--- config.mk ---
export PLATFORM = sky130hd
export DESIGN_NAME = ic_remixer
export DESIGN_NICKNAME = d
export VERILOG_FILES = /design/src/rtl/ic_remixer.sv
export SDC_FILE = /design/constraint.sdc
export NUM_CORES = 2
export LEC_CHECK = 0
export ABC_AREA = 1
export BUFFER_PORTS_ARGS = -buffer_cell sky130_fd_sc_hd__buf_2
export CORE_ASPECT_RATIO = 0.9
export CORE_MARGIN = 2
export CORE_UTILIZATION = 45
export CTS_CLUSTER_DIAMETER = 200
export CTS_CLUSTER_SIZE = 8
export DETAILED_ROUTE_END_ITERATION = 7
export HOLD_SLACK_MARGIN = 0.06
export PLACE_DENSITY_LB_ADDON = 0.1
export SYNTH_ARGS = -nofsm -noshare
export SYNTH_HDL_FRONTEND = slang
export SYNTH_SLANG_ARGS = --single-unit
--- constraint.sdc ---
create_clock -name clk -period 19.49 [get_ports clk]
set_input_delay 3.898 -clock clk [delete_from_list [all_inputs] [get_ports clk]]
set_output_delay 3.898 -clock clk [all_outputs]
set_load 0.02 [all_outputs]
--- src/rtl/ic_remixer.sv ---
// ic_remixer: rebuilds an N-channel sample x_hat = W * s from one masked C-component IC sample.
// Latency: SIZE_N*SIZE_C + 1 cycles from accept to x_valid; one MAC per cycle.
// Backpressure: result held in OUT until x_ready; s_ready low outside IDLE. Option macro: IC_REMIX_ROUND_EN.
module ic_remixer #(
  parameter int SIZE_N    = 8,
  parameter int SIZE_C    = 3,
  parameter int N_BITS    = 22,
  parameter int FRAC_BITS = 16
) (
  input  logic                       clk,
  input  logic                       rst_n,
  input  logic                       w_load,
  input  logic [$clog2(SIZE_N)-1:0]  w_row,
  input  logic [$clog2(SIZE_C)-1:0]  w_col,
  input  logic [N_BITS-1:0]          w_data,
  input  logic [SIZE_C-1:0]          comp_mask,
  input  logic                       s_valid,
  output logic                       s_ready,
  input  logic [SIZE_C*N_BITS-1:0]   s_data,
  output logic                       x_valid,
  input  logic                       x_ready,
  output logic [SIZE_N*N_BITS-1:0]   x_data,
  output logic                       sat_flag,
  output logic                       busy
);

  localparam int RW    = $clog2(SIZE_N);
  localparam int CW    = $clog2(SIZE_C);
  localparam int PW    = 2 * N_BITS;
  localparam int ACC_W = PW + CW + 1;

  localparam logic signed [ACC_W-1:0] SAT_MAX = {{(ACC_W-N_BITS+1){1'b0}}, {(N_BITS-1){1'b1}}};
  localparam logic signed [ACC_W-1:0] SAT_MIN = {{(ACC_W-N_BITS+1){1'b1}}, {(N_BITS-1){1'b0}}};
`ifdef IC_REMIX_ROUND_EN
  localparam logic signed [ACC_W-1:0] RND_HALF = ACC_W'(1) << (FRAC_BITS - 1);
`endif

  typedef enum logic [1:0] {IDLE, MAC, OUT} state_t;

  state_t                    state_q, state_d;
  logic signed [N_BITS-1:0]  w_q [SIZE_N][SIZE_C];
  logic signed [N_BITS-1:0]  w_d [SIZE_N][SIZE_C];
  logic signed [N_BITS-1:0]  s_q [SIZE_C];
  logic signed [N_BITS-1:0]  s_d [SIZE_C];
  logic [SIZE_C-1:0]         mask_q, mask_d;
  logic [RW-1:0]             i_q, i_d;
  logic [CW-1:0]             j_q, j_d;
  logic signed [ACC_W-1:0]   acc_q, acc_d;
  logic [N_BITS-1:0]         x_q [SIZE_N];
  logic [N_BITS-1:0]         x_d [SIZE_N];
  logic                      sat_q, sat_d;

  logic signed [N_BITS-1:0]  w_sel, s_sel;
  logic signed [PW-1:0]      prod;
  logic signed [ACC_W-1:0]   acc_sum, acc_rnd, acc_shr;
  logic                      sat_hi, sat_lo;
  logic [N_BITS-1:0]         ch_val;

  // Datapath: current product, running sum, and the rounded/shifted/saturated channel value.
  always_comb begin
    w_sel   = w_q[i_q][j_q];
    s_sel   = s_q[j_q];
    prod    = w_sel * s_sel;
    acc_sum = acc_q + (mask_q[j_q] ? {{(ACC_W-PW){prod[PW-1]}}, prod} : '0);
`ifdef IC_REMIX_ROUND_EN
    acc_rnd = acc_sum + RND_HALF;
`else
    acc_rnd = acc_sum;
`endif
    acc_shr = acc_rnd >>> FRAC_BITS;
    sat_hi  = acc_shr > SAT_MAX;
    sat_lo  = acc_shr < SAT_MIN;
    if (sat_hi) begin
      ch_val = SAT_MAX[N_BITS-1:0];
    end else if (sat_lo) begin
      ch_val = SAT_MIN[N_BITS-1:0];
    end else begin
      ch_val = acc_shr[N_BITS-1:0];
    end
  end

  // Next-state and register updates for IDLE -> MAC -> OUT sequencing.
  always_comb begin
    state_d = state_q;
    w_d     = w_q;
    s_d     = s_q;
    mask_d  = mask_q;
    i_d     = i_q;
    j_d     = j_q;
    acc_d   = acc_q;
    x_d     = x_q;
    sat_d   = sat_q;
    case (state_q)
      IDLE: begin
        // Weight write lands before a same-cycle capture, so the new vector sees it.
        if (w_load && (int'(w_row) < SIZE_N) && (int'(w_col) < SIZE_C)) begin
          w_d[w_row][w_col] = w_data;
        end
        if (s_valid) begin
          for (int k = 0; k < SIZE_C; k++) begin
            s_d[k] = s_data[k*N_BITS +: N_BITS];
          end
          mask_d  = comp_mask;
          acc_d   = '0;
          i_d     = '0;
          j_d     = '0;
          sat_d   = 1'b0;
          state_d = MAC;
        end
      end
      MAC: begin
        if (j_q == CW'(SIZE_C - 1)) begin
          x_d[i_q] = ch_val;
          if (sat_hi || sat_lo) begin
            sat_d = 1'b1;
          end
          acc_d = '0;
          j_d   = '0;
          if (i_q == RW'(SIZE_N - 1)) begin
            i_d     = '0;
            state_d = OUT;
          end else begin
            i_d = i_q + RW'(1);
          end
        end else begin
          acc_d = acc_sum;
          j_d   = j_q + CW'(1);
        end
      end
      OUT: begin
        if (x_ready) begin
          sat_d   = 1'b0;
          state_d = IDLE;
        end
      end
      default: state_d = IDLE;
    endcase
  end

  // State and datapath registers; reset aborts any operation and clears the weights.
  always_ff @(posedge clk or negedge rst_n) begin
    if (!rst_n) begin
      state_q <= IDLE;
      w_q     <= '{default: '0};
      s_q     <= '{default: '0};
      mask_q  <= '0;
      i_q     <= '0;
      j_q     <= '0;
      acc_q   <= '0;
      x_q     <= '{default: '0};
      sat_q   <= 1'b0;
    end else begin
      state_q <= state_d;
      w_q     <= w_d;
      s_q     <= s_d;
      mask_q  <= mask_d;
      i_q     <= i_d;
      j_q     <= j_d;
      acc_q   <= acc_d;
      x_q     <= x_d;
      sat_q   <= sat_d;
    end
  end

  // Output decode and channel packing.
  always_comb begin
    s_ready  = (state_q == IDLE);
    x_valid  = (state_q == OUT);
    busy     = (state_q != IDLE);
    sat_flag = sat_q;
    x_data   = '0;
    for (int k = 0; k < SIZE_N; k++) begin
      x_data[k*N_BITS +: N_BITS] = x_q[k];
    end
  end

endmodule
# Yosys cells after proc, flatten, opt, wreduce, memory -nomap -nowiden
# Index checks and enable logic that the tools add are counted.
[word_totals]
output_inout_bits = 180
regBits = 828
word_cells = 127
input_bits = 101
[classes]
addsub = 3
eq_ne = 9
mul = 1
n_mux = 42
n_lt_le_gt_ge = 11
bitwise = 4
reduce_logical = 16
[ops]
columns = ["cell", "n"]
rows = [
  ["$bwmux 528", 1],
  ["$bmux 66 s3", 1],
  ["$demux 66 s3", 1],
  ["$mux 66", 3],
  ["$bwmux 176", 1],
  ["$mux 22", 8],
  ["$mux 47", 3],
  ["$pmux 47 s2", 1],
  ["$bmux 22 s2", 2],
  ["$demux 22 s3", 1],
  ["$add 47x47->47", 1],
  ["$demux 22 s2", 1],
  ["$mul 22x22->44", 1],
  ["$gt 31x22->1 const B", 1],
  ["$lt 31x22->1 const B", 1],
  ["$mux 2", 6],
  ["$mux 3", 3],
  ["$ge 4x4->1 const B", 2],
  ["$lt 4x1->1 const B", 2],
  ["$ne 2x2->1 const B", 4],
  ["$not 3->4", 2],
  ["$reduce_and 2->1", 4],
  ["$ge 3x3->1 const B", 2],
  ["$not 2->3", 2],
  ["23 further kinds", 32],
]

# Logic depth before layout (Yosys ltp)
[logic_depth]
depth_word = 15
mapped_depth = 67
depth_no_buf = 63

# Worst setup path after synthesis
# No wires, ideal clock.
[synth_timing]
path_type = "register to register"
startpoint = "reg i_q[1]"
endpoint = "reg x_q (netlist bit x_data[10])"
setup_ns = 0.117
required_ns = 19.373
path_buffers = 5
slack_ns = 9.465
period_less_slack_ns = 10.025
path_stages_with_launch = 60
arrival_ns = 9.908
path_cell_list = "dfrtp_1 -> inv_1 -> nor3_1 -> clkbuf_1 -> clkbuf_1 -> a22oi_1 -> a31oi_1 -> a221o_1 -> clkbuf_1 -> nand2_1 -> fa_1 -> fa_1 -> inv_1 -> fa_1 -> inv_1 -> fa_1 -> inv_1 -> fa_1 -> (+24 left out) -> nand2_1 -> nor2_1 -> inv_1 -> nor4_1 -> nand3_1 -> nand3_1 -> nand2_1 -> nand3_1 -> nand3_1 -> nand2_1 -> nand2_1 -> nand2_1 -> nand3_1 -> nand3_4 -> clkbuf_8 -> nand2_4 -> nand2_1 -> nand2_1"
[synth_between]
elab_chain_cells = 14
word_cells_on_any_way = 20
classes_between = "add/sub (1); mul (1); order compare (4); mux (12); bitwise (1); reduce/logical (1)"
[synth_lines]
columns = ["element", "line", "text"]
rows = [
  ["from (decl)", "46", "logic [RW-1:0] i_q, i_d;"],
  ["from (signal assigned)", "157", "i_q <= i_d;"],
  ["$not 3->4 (implied by the code) (*)", "61, 113", ""],
  ["$bmux 66 s3", "61", "w_sel = w_q[i_q][j_q];"],
  ["$mux 66 (implied by the code) (2 in a row)", "61", ""],
  ["$bmux 22 s2", "61", ""],
  ["$mux 22 (implied by the code) (2 in a row)", "61", ""],
  ["$mul 22x22->44", "63", "prod = w_sel * s_sel;"],
  ["$mux 47", "64", "acc_sum = acc_q + (mask_q[j_q] ? {{(ACC_W-PW){prod[PW-1]}}, prod} : '0);"],
  ["$add 47x47->47", "64", ""],
  ["$lt 31x22->1", "72", "sat_lo = acc_shr < SAT_MIN;"],
  ["$mux 22", "75", "end else if (sat_lo) begin"],
  ["$mux 22", "73", "if (sat_hi) begin"],
  ["$bwmux 176 (*)", "113", "x_d[i_q] = ch_val;"],
  ["to (signal assigned)", "150", "x_q <= '{default: '0};"],
  ["to (signal assigned)", "160", "x_q <= x_d;"],
  ["to (decl)", "49", "logic [N_BITS-1:0] x_q [SIZE_N];"],
]
# Every way passes the cells marked *; elsewhere a longest branch is shown, timed or not. The select of a mux whose other input is x is not followed.
# A chain may end at the register's enable or synchronous reset.

# Final worst setup path
[layout_timing]
startpoint = "reg j_q[1]"
endpoint = "reg x_q (netlist bit x_data[22])"
[layout_between]
elab_chain_cells = 11
word_cells_on_any_way = 19
classes_between = "add/sub (1); mul (1); order compare (2); eq/ne (1); mux (12); bitwise (1); reduce/logical (1)"
[layout_lines]
columns = ["element", "line", "text"]
rows = [
  ["from (decl)", "47", "logic [CW-1:0] j_q, j_d;"],
  ["from (signal assigned)", "158", "j_q <= j_d;"],
  ["$not 2->3 (implied by the code)", "61, 62", ""],
  ["$bmux 22 s2, on equally long branches", "61, 62", ""],
  ["$mux 22, on equally long branches (2 in a row)", "61, 62", ""],
  ["$mul 22x22->44", "63", ""],
  ["$mux 47", "64", ""],
  ["$add 47x47->47", "64", ""],
  ["$lt 31x22->1", "72", ""],
  ["$mux 22", "75", ""],
  ["$mux 22", "73", ""],
  ["$bwmux 176", "113", ""],
]
# Parallel ways exist; a longest one is shown, timed or not. The select of a mux whose other input is x is not followed.

==> results.toml <==
[run_status]
outcome = "finished, final reports clean"

[critical_path]
critical_path.max_stage_delay_ns = 0.82
r2r_cells = 48
required_time_worst_endpoint_ns = 20.15
start_kind = "flop"
critPathKind = "flop to flop"
crit_fanout = 34
path_common_cell = "nand2_1"
cpMaxStageDelayCell = "fa_1"
cp.arrival_ns = 14.06
endpoint_kind_of_the_worst_setup_timing_path = "flop"

[detailed_routing]
remaining_drc_errors = 0
post_drt_wl_per_cell_um = 21.4
firstDrtPassIters = 6
detailedRoute.firstIterationViolations = 3529
detail_route.vias_per_cell = 5.43
postRouteAntennaNets = 0
route.final.wire_length_mm = 176
route.vias.total = 44700

[synth]
edff_count_synth = 0
async_reset_ff_share_pct = 100
netlist.area_leader.share_pct = 37.2
ys_ff_latch = 828
synth.area.top_cells = "dfrtp_1 (37%), fa_1 (18%), nand2_1 (14%), inv_1 (6.2%), o21ai_0 (5.7%)"
synth_top_cell_by_area = "dfrtp_1"
ys_types = 59
ys_dominant_reg_cell = "dfrtp_1"
ys_seq_area_share_pct = 37.2
synth_common_cells = "nand2_1 (2011), inv_1 (924), dfrtp_1 (828), o21ai_0 (639), fa_1 (503)"
post_synth.cell_area_avg_um2 = 8.61
netlist_area_mm2 = 0.0557
synthesis.yosys.warnings = 0
synthesis.instances = 6476
synth_nets = 7261
yosysMostFrequentCell = "nand2_1"

[floorplanning]
rows = 122
die_w_um = 375
floorplan.die.height_um = 338
core_area_mm2 = 0.123
num_io_pins = 281
effective_utilization_at_floorplan_pct = 45.4
dieArea_mm2 = 0.127

[grt]
grt.met3_usage_pct = 3.73
first_global_vias = 45100
use_met2_pct = 47.2
grt_start_max_net_pins = 149
gr-usage-met1_pct = 38.5
antenna_found_initial = 3
groute.usage.overall_pct = 28.2
gr-total-overflow = 0
wire_length_of_the_first_global_routing_pass_mm = 276
grt_busiest_layer = "met2"

[power_and_ir_drop]
p_per_area_mw_per_mm2 = 114
static-leakage-power_uw = 0.0326
worst_ir_drop_vdd_mv = 0.126

[sta]
final_period_minus_worst_setup_slack_ns = 13.40
fin_skew_ns = 0.0961
report.final.hold_viol_count = 0
timing.final.max_slew_violations = 0
period_utilisation_layout_pct = 68.8
fmax_mhz = 74.6
rsz_0062_raised_after_global_routing = "no"
timing_worst_slew_pin_value_ns = 1.23
setup_tns_ns = 0
worst_slew_margin_rel_pct = 17.5
setup_viol_count_final = 0

[clocking]
clock-sinks = 828
postCtsHoldBufs = 0
post_cts_resize_count = 0
clkSlewWorstSetupHoldPaths_ns = 0.06
worst_skew_pair.late_latency_ns = 0.77
cts_tree = "yes"
clock_tree.root_cell = "clkbuf_16"
cts_buffers = 113
bufs_on_longest_clock_path = 3
postCtsSetupRepairBufs = 0
cts_max_level = 3

[placement]
port-buffer-count = 280
placed_area_mm2 = 0.0586
routability_congestion_estimate_from_global_placement = 0.937
dp_hpwl_mm = 120

[layout]
final_net_count = 7393
final_area_mm2 = 0.0616
layout-drive-gt1-share_pct = 10.3
nFillCells = 11800
area_growth_syn_to_layout_pct = 10.6

[job]
max_cap_viol_count = 0

[hold_path]
worstHoldPathCells = 2
worst_min_delay_path_category = "flop to flop"
## area by class of cell
| type | instances | area, um2 | area share, % |
|---|---|---|---|
| clock inverter | 7 | 200 | 0.325 |
| multi-input combinational | 4351 | 30200 | 48.9 |
| antenna | 2 | 5.00 | 0.00812 |
| clock buffer | 114 | 2850 | 4.63 |
| timing repair buffer | 379 | 2170 | 3.52 |
| inverter | 935 | 3510 | 5.70 |
| sequential | 828 | 20700 | 33.6 |
| tap | 1612 | 2020 | 3.27 |
## power breakdown
part           switching (uW)  total, uW  leakage [uW]  internal (uW)
registers                 166       2170        0.0113           2000
logic                    2240       3060        0.0198            823
clock network             768       1810       0.00149           1040
## kinds of logic (layout without fill, tap and decap cells)
| family | Yosys count | count (layout) | share of synthesized area, % |
|---|---|---|---|
| AO/OA/AOI/OAI | 1084 | 1084 | 11.5 |
| multiplexers | 69 | 69 | 1.39 |
| flip-flops | 828 | 828 | 37.2 |
| XOR/XNOR | 48 | 48 | 0.754 |
| AND/OR/NAND/NOR | 2466 | 2466 | 18.1 |
| buffers and inverters | 1297 | 1435 | 8.95 |
| adder cells (fa/ha/maj) | 684 | 684 | 22.1 |
| other | 0 | 2 | 0 |
## worst max-delay path: cells and delay by family (launching register included)
family | cells | cell delay (ns)
adders and majority gates | 9 | 4.61
and+or+nand+nor | 20 | 4.16
buffers and inverters | 10 | 2.53
AOI/OAI and AO/OA | 9 | 1.52
DFF | 1 | 0.47
## registers in the layout (all words and copies together) (netlist names)
signal	count
state_q	2
i_q	3
mask_q	3
j_q	2
w_q	528
acc_q	47
sat_flag	1
s_q	66
x_data	176
## metrics by stage
step                      power [uW]  util (%)  hold WS [ns]  setup WS (ns)  instances
final                           7030      50.1         0.472           6.09       8228
after global routing            7410      50.1         0.487           4.99       8227
after CTS                       7060      50.1         0.474           6.00       8226
after detailed placement        5240      47.7         0.460           6.04       8105
after global placement          5220      47.7         0.458           6.13       8105
after floorplan                 4050         -         0.453           9.47       6476
## per-layer routing
layer  routed length (um)  up-vias
li1                     -    20600
met1                77400    22500
met2                84600     1303
met3                 9040      293
met4                 5350        0
met5                    0        -
## worst paths after layout
check,start,to,slack [ns]
worst max-delay path,j_q[1],x_data[22],6.09
worst min-delay path,x_data[67],x_data[67],0.47
worst max register to register,j_q[1],x_data[22],6.09
worst min register to register,x_data[67],x_data[67],0.47
max in group asynchronous,rst_n,w_q[168],13.19
min in group asynchronous,rst_n,w_q[3],3.17
## cells in the final DEF, fill, tap and decap left out, drive strengths merged, types with 2 or more instances in the layout
master   instances
a21oi          134
a32o            22
nand3          103
nor3            33
a22o            48
clkinv           7
a22oi           94
clkbuf         114
a31oi           18
nor2           175
mux2            69
o21a             8
a21o            12
fa             503
a221oi          60
nor4             4
nand3b           3
dfrtp          828
inv            934
xnor2           23
a31o             3
a221o            6
o21ai          643
ha             181
nand2         2059
a21boi           4
buf            379
diode            2
o2111ai          2
nand4           81
o21bai          11
and3             5
xor2            25
o31ai            8
o211ai           7
No activity file was read; power rests on OpenSTA's default activity.
